==> src/rtl/wb_stage.sv <==
// rtl/wb_stage.sv - writeback stage: source select, load extraction, one-entry hold, commit counter
module wb_stage #(
   parameter int DATA_WIDTH     = 32,
   parameter int REG_ADDR_WIDTH = 5,
   parameter int LINK_OFFSET    = 4,
   parameter int CNT_WIDTH      = 32
) (
   input  logic                      clk_i,
   input  logic                      rst_i,
   input  logic                      in_valid_i,
   input  logic [2:0]                sel_i,
   input  logic                      link_i,
   input  logic [DATA_WIDTH-1:0]     pc_i,
   input  logic [DATA_WIDTH-1:0]     alu_i,
   input  logic [DATA_WIDTH-1:0]     mem_i,
   input  logic [DATA_WIDTH-1:0]     imm_i,
   input  logic [1:0]                load_size_i,
   input  logic                      load_unsigned_i,
   input  logic [1:0]                byte_off_i,
   input  logic [REG_ADDR_WIDTH-1:0] rd_i,
   input  logic                      rd_we_i,
   input  logic                      flush_i,
   input  logic                      out_ready_i,
   output logic                      in_ready_o,
   output logic                      out_valid_o,
   output logic                      rf_we_o,
   output logic [REG_ADDR_WIDTH-1:0] rf_waddr_o,
   output logic [DATA_WIDTH-1:0]     rf_wdata_o,
   output logic [CNT_WIDTH-1:0]      commits_o
);

   logic                      r_valid;
   logic                      r_we;
   logic [REG_ADDR_WIDTH-1:0] r_waddr;
   logic [DATA_WIDTH-1:0]     r_wdata;
   logic [CNT_WIDTH-1:0]      r_commits;

   logic [7:0]                w_byte;
   logic [15:0]               w_half;
   logic [DATA_WIDTH-1:0]     w_load;
   logic [DATA_WIDTH-1:0]     w_sel_data;
   logic                      w_accept;

   always_comb begin
      w_byte = 8'h00;
      case (byte_off_i)
         2'd0:    w_byte = mem_i[7:0];
         2'd1:    w_byte = mem_i[15:8];
         2'd2:    w_byte = mem_i[23:16];
         default: w_byte = mem_i[31:24];
      endcase
      w_half = byte_off_i[1] ? mem_i[31:16] : mem_i[15:0];
      case (load_size_i)
         2'b00:   w_load = {{(DATA_WIDTH-8){w_byte[7] & ~load_unsigned_i}}, w_byte};
         2'b01:   w_load = {{(DATA_WIDTH-16){w_half[15] & ~load_unsigned_i}}, w_half};
         default: w_load = mem_i;
      endcase
   end

   always_comb begin
      w_sel_data = '0;
      case (sel_i)
         3'b000:  w_sel_data = link_i ? (pc_i + DATA_WIDTH'(LINK_OFFSET)) : pc_i;
         3'b001:  w_sel_data = alu_i;
         3'b010:  w_sel_data = w_load;
         3'b011:  w_sel_data = imm_i;
         default: w_sel_data = '0;
      endcase
   end

   assign in_ready_o = (!r_valid || out_ready_i) && !flush_i;
   assign w_accept   = in_valid_i && in_ready_o;

   // Flush and reset both kill the strobe in the same cycle they are asserted.
   assign rf_we_o     = r_valid && out_ready_i && r_we && (r_waddr != '0) && !flush_i && !rst_i;
   assign out_valid_o = r_valid;
   assign rf_waddr_o  = r_waddr;
   assign rf_wdata_o  = r_wdata;
   assign commits_o   = r_commits;

   always_ff @(posedge clk_i) begin
      if (rst_i) begin
         r_valid   <= 1'b0;
         r_we      <= 1'b0;
         r_waddr   <= '0;
         r_wdata   <= '0;
         r_commits <= '0;
      end else begin
         if (rf_we_o) begin
            r_commits <= r_commits + 1'b1;
         end
         if (flush_i) begin
            r_valid <= 1'b0;
         end else if (w_accept) begin
            r_valid <= 1'b1;
            r_we    <= rd_we_i;
            r_waddr <= rd_i;
            r_wdata <= w_sel_data;
         end else if (out_ready_i) begin
            r_valid <= 1'b0;
         end
      end
   end

endmodule

==> config.mk <==
export PLATFORM = sky130hd
export DESIGN_NAME = wb_stage
export DESIGN_NICKNAME = d
export VERILOG_FILES = /design/src/rtl/wb_stage.sv
export SDC_FILE = /design/constraint.sdc
export NUM_CORES = 1
export LEC_CHECK = 0
export ABC_CLOCK_PERIOD_IN_PS = 1800
export BUFFER_PORTS_ARGS = -buffer_cell sky130_fd_sc_hd__buf_2
export CAP_MARGIN = 20
export CORE_UTILIZATION = 42
export CTS_CLUSTER_DIAMETER = 200
export DETAILED_ROUTE_END_ITERATION = 8
export PLACE_DENSITY = 0.77
export RECOVER_POWER = 25
export SETUP_SLACK_MARGIN = 0.1
export SLEW_MARGIN = 25
export SYNTH_ARGS = -nofsm -noshare
export SYNTH_HDL_FRONTEND = slang
export SYNTH_SLANG_ARGS = --single-unit
==> constraint.sdc <==
create_clock -name clk_i -period 1.8 [get_ports clk_i]
set_input_delay 0.09 -clock clk_i [delete_from_list [all_inputs] [get_ports clk_i]]
set_output_delay 0.09 -clock clk_i [all_outputs]
set_load 0.05 [all_outputs]
==> metrics list <==
- The flow ran to the end, but the final reports show violations.
- Failing checks: setup timing
* Number of buffers created by CTS: 9
- In the final routed layout, each cell accounts on average for roughly 18 um.
- Data required time at the worst endpoint: 1710 ps
- Worst slack at placement: -138 ps
- Drt drc: 0
* Design area: roughly 6300 um^2
- All-layer global routing usage: a little under a third
- Setup violations remaining at the end of the flow were counted as 26.
- After detailed routing, the number of vias per cell comes to a little under 6.
- Measured along the x axis, the die boundary spans 105 um.
- Top-level port count: 220
- Leaving out fill and tap cells, the most frequent cell in the layout is buf_2.
* Synth Area in Compound Gates: between 20% and 30%
- In this run the worst path has a maximum fanout of 3.
* Met2 GRT Util: between 50% and 60%
- After global routing the overflow that remains totals 0.
* Number of synthesized flops with an enable pin: 0
* Met1 global-route usage: between 30% and 40%
- Synthesis handed over a netlist of 551 instances.
- In this run the static leakage power is around 2.8 nW.
- Sequential element share of the synthesized area: around a third
- Iteration count of the initial detailed-routing pass: 6
* Final min period: roughly 1900 ps
- Headroom to the max-slew limit: 50.9%
- Clock edge transition at the registers on the reported setup and hold paths: roughly 80 ps
- Buffer levels on the longest clock path: 2
- After Yosys synthesis, XOR and XNOR cells account for between 10% and 20% of the synthesized area.
* Core outline area: 10,300 um^2
- CP Capture Type: output port
- Arrival time at the worst endpoint: approximately 1800 ps
* Clock latency on the worst-skew pair: approximately 360 ps
- Number of levels the H-tree was split into: 3
* Root cell of the clock tree: clkbuf_8
- Averaged over all synthesized cells, the footprint is 8.07 um^2.
* Synthesis-stage register bit count: between 70 and 80
- Initial DRC Count: 380
* Detail Placement HPWL: about 14 mm
* Vias in the first global route: 5,237
- The first global-routing pass estimated about 26 mm of wire.
* Transition time at the pin with the least slew margin: about 740 ps
* Highest-count cells in the layout ignoring fill and taps: buf_2 (191), dfxtp_1 (57), nor2_1 (56)
- In this run the worst hold path is classified as input port to flip-flop.
* Max-Cap Viols: 0
- Final estimated routing congestion in global placement: 0.893
- Fmax achieved: between 500 and 600 MHz
* Critical path start-end classification: flip-flop to output port
* Max IR drop VDD: around 270 uV
* Area grow syn2layout: 41.5%
- At the end of the flow, the number of nets in the layout was 952.
- After detailed placement, the total cell area comes to approximately 6000 um^2.
* Routed wire length: 17.1 mm
- The number of nets in the synthesized netlist is approximately 700.
- Clock Skew: approximately 8 ps
* Largest family of logic cells by synthesized area: simple AND/OR/NAND/NOR gates
- Cell area after synthesis: 4450 um^2
- STA classifies the critical path startpoint as a flip-flop.
* Total via count in the routed design: ~5,400
* Starting density of the core: 43.3%
- In the final layout, the share of cells above drive strength 1 is between 30 and 40%.
* Final Hold Fails: 0
- Input and output buffers added on the ports amount to 219.
* Max-slew violation count: 0
* Number of clock sinks: around 70
- Share of synthesized cell area in full adder, half adder and majority cells: less than 1%
- Power spread over the standard cell area amounts to roughly 580 nW/um^2.
* Post-synthesis cell type count: 51
- The initial antenna violation count came to 0.
- After floorplanning, the core was divided into 37 placement rows.
- Top Usage Layer GRT: met2
* Residual antenna-violating net count after detailed routing: 0
- Setup repair after global routing could not meet its margin everywhere.
* Die outline height: about 100 um
* Multiplexer share of the synthesized area: around 3.4%
* Share of synthesized registers carrying an async set or reset: 0%
- Final setup slack of the worst path: -107 ps
* Ratio of final minimum period to clock period: 106%
- The repair_antennas step left the layout with diodes totalling 0.
- The Yosys step of the flow raised 0 warnings.
* Flip-flop cell with the highest count after synthesis: dfxtp_1
- Post-synthesis simple-gate area fraction: roughly a quarter
* TritonCTS clock tree: built
* Die Outline Area: around 11,000 um^2
* Grt met3 use: 5.30%
- Maximum number of pins on one net before global-route repair: between 40 and 50
==> metrics by stage <==
stage / setup TNS [ps] / instances / hold WS, ps / util [%] / power [mW]
floorplan: -2970 / 551 / 214 / - / 2.09
global placement: -153 / 915 / 313 / 58.2 / 2.46
finish: -1380 / 943 / 28.2 / 61.2 / 3.64
detailed placement: -326 / 916 / 320 / 58.3 / 2.48
global route: -3390 / 943 / 50.9 / 61.2 / 3.79
CTS: -1150 / 943 / 15.6 / 61.4 / 3.64
==> cell type report <==
cell class	count	area, um^2
Multi-Input combinational cell	420	2850
Sequential cell	71	1440
Clock buffer	11	141
Clock inverter	5	33.8
Timing Repair Buffer	278	1570
Fill cell	980	3990
Tap cell	136	170
Inverter	22	86.3
==> final timing paths <==
kind,startpoint,end,slack [ps],cells after the start
worst max-delay path,rf_waddr_o[0],rf_we_o,-110,5
worst min-delay path,pc_i[29],rf_wdata_o[29],30,3
worst max register to register,rf_waddr_o[0],commits_o[24],-80,8
worst min register to register,rf_wdata_o[3],rf_wdata_o[3],450,1
==> critical path, stage by stage, from the launching register on <==
cell,delay (ps)
dfxtp_4,350
or4_4,540
o211ai_4,200
buf_6,130
clkinvlp_4,80
buf_6,150
==> repair_timing <==
| item | in CTS | in global routing |
|---|---|---|
| buffers inserted | 4 | 0 |
| setup endpoints to repair | 33 | 35 |
| resized for setup | 8 | 3 |
| hold buffers | 7 | 0 |
| pin swaps | 5 | 11 |
| endpoints found under the hold margin | 7 | 0 |
==> state kept, by name, indices dropped and copies added (netlist names) <==
signal       flops
commits_o       32
rf_wdata_o      32
rf_waddr_o       5
out_valid_o      1
r_we             1
==> Yosys cell counts, drive strengths merged, types with 2 or more instances <==
library cell   n  area [um^2]
nor4           4         40.0
a221o          8         80.1
and3          12         75.1
or4            2         15.0
a22oi          2         15.0
a221oi        13          114
nand4         23          156
xor2          40          350
a22o           9         78.8
dfxtp         71         1420
and4           9         78.8
nand2b         2         12.5
xnor2         19          166
o221a          2         22.5
o221ai         5         43.8
nor2          56          210
inv           22         82.6
ha             2         25.0
o211ai        11         87.6
nor3b          2         25.0
a222oi        20          200
mux2          10          113
or3            2         12.5
a41oi          3         26.3
nor2b          4         25.0
a211o          2         17.5
nand2         55          206
buf           11         58.8
and3b          2         17.5
o21ai         21          105
nand3         23          115
and2           6         37.5
nor3           8         50.1
mux2i          4         40.0
a31oi          9         56.3
clkbuf        27          101
a21oi         24          120
==> power by group <==
group | internal, mW | leakage, nW | total (mW) | switching, mW
registers | 1.60 | 0.582 | 1.62 | 0.0210
clock network | 0.535 | 0.0853 | 1.17 | 0.635
logic | 0.337 | 2.13 | 0.842 | 0.505
==> per-layer routing <==
layer | part of all wire (%) | wire length, um | vias to the layer above
met5 | 0 | 0 | -
met1 | 39 | 6630 | 2563
met4 | 4.3 | 730 | 0
met3 | 6.8 | 1170 | 49
met2 | 50 | 8530 | 286
li1 | - | - | 2550
==> cells by family after synthesis <==
family | after synthesis
mux | 14
xor+xnor | 59
flops | 71
fa+ha+maj | 2
compound gates | 134
simple gates | 211
buf+inv | 60
Note: power is estimated with default switching activity, not from simulation.
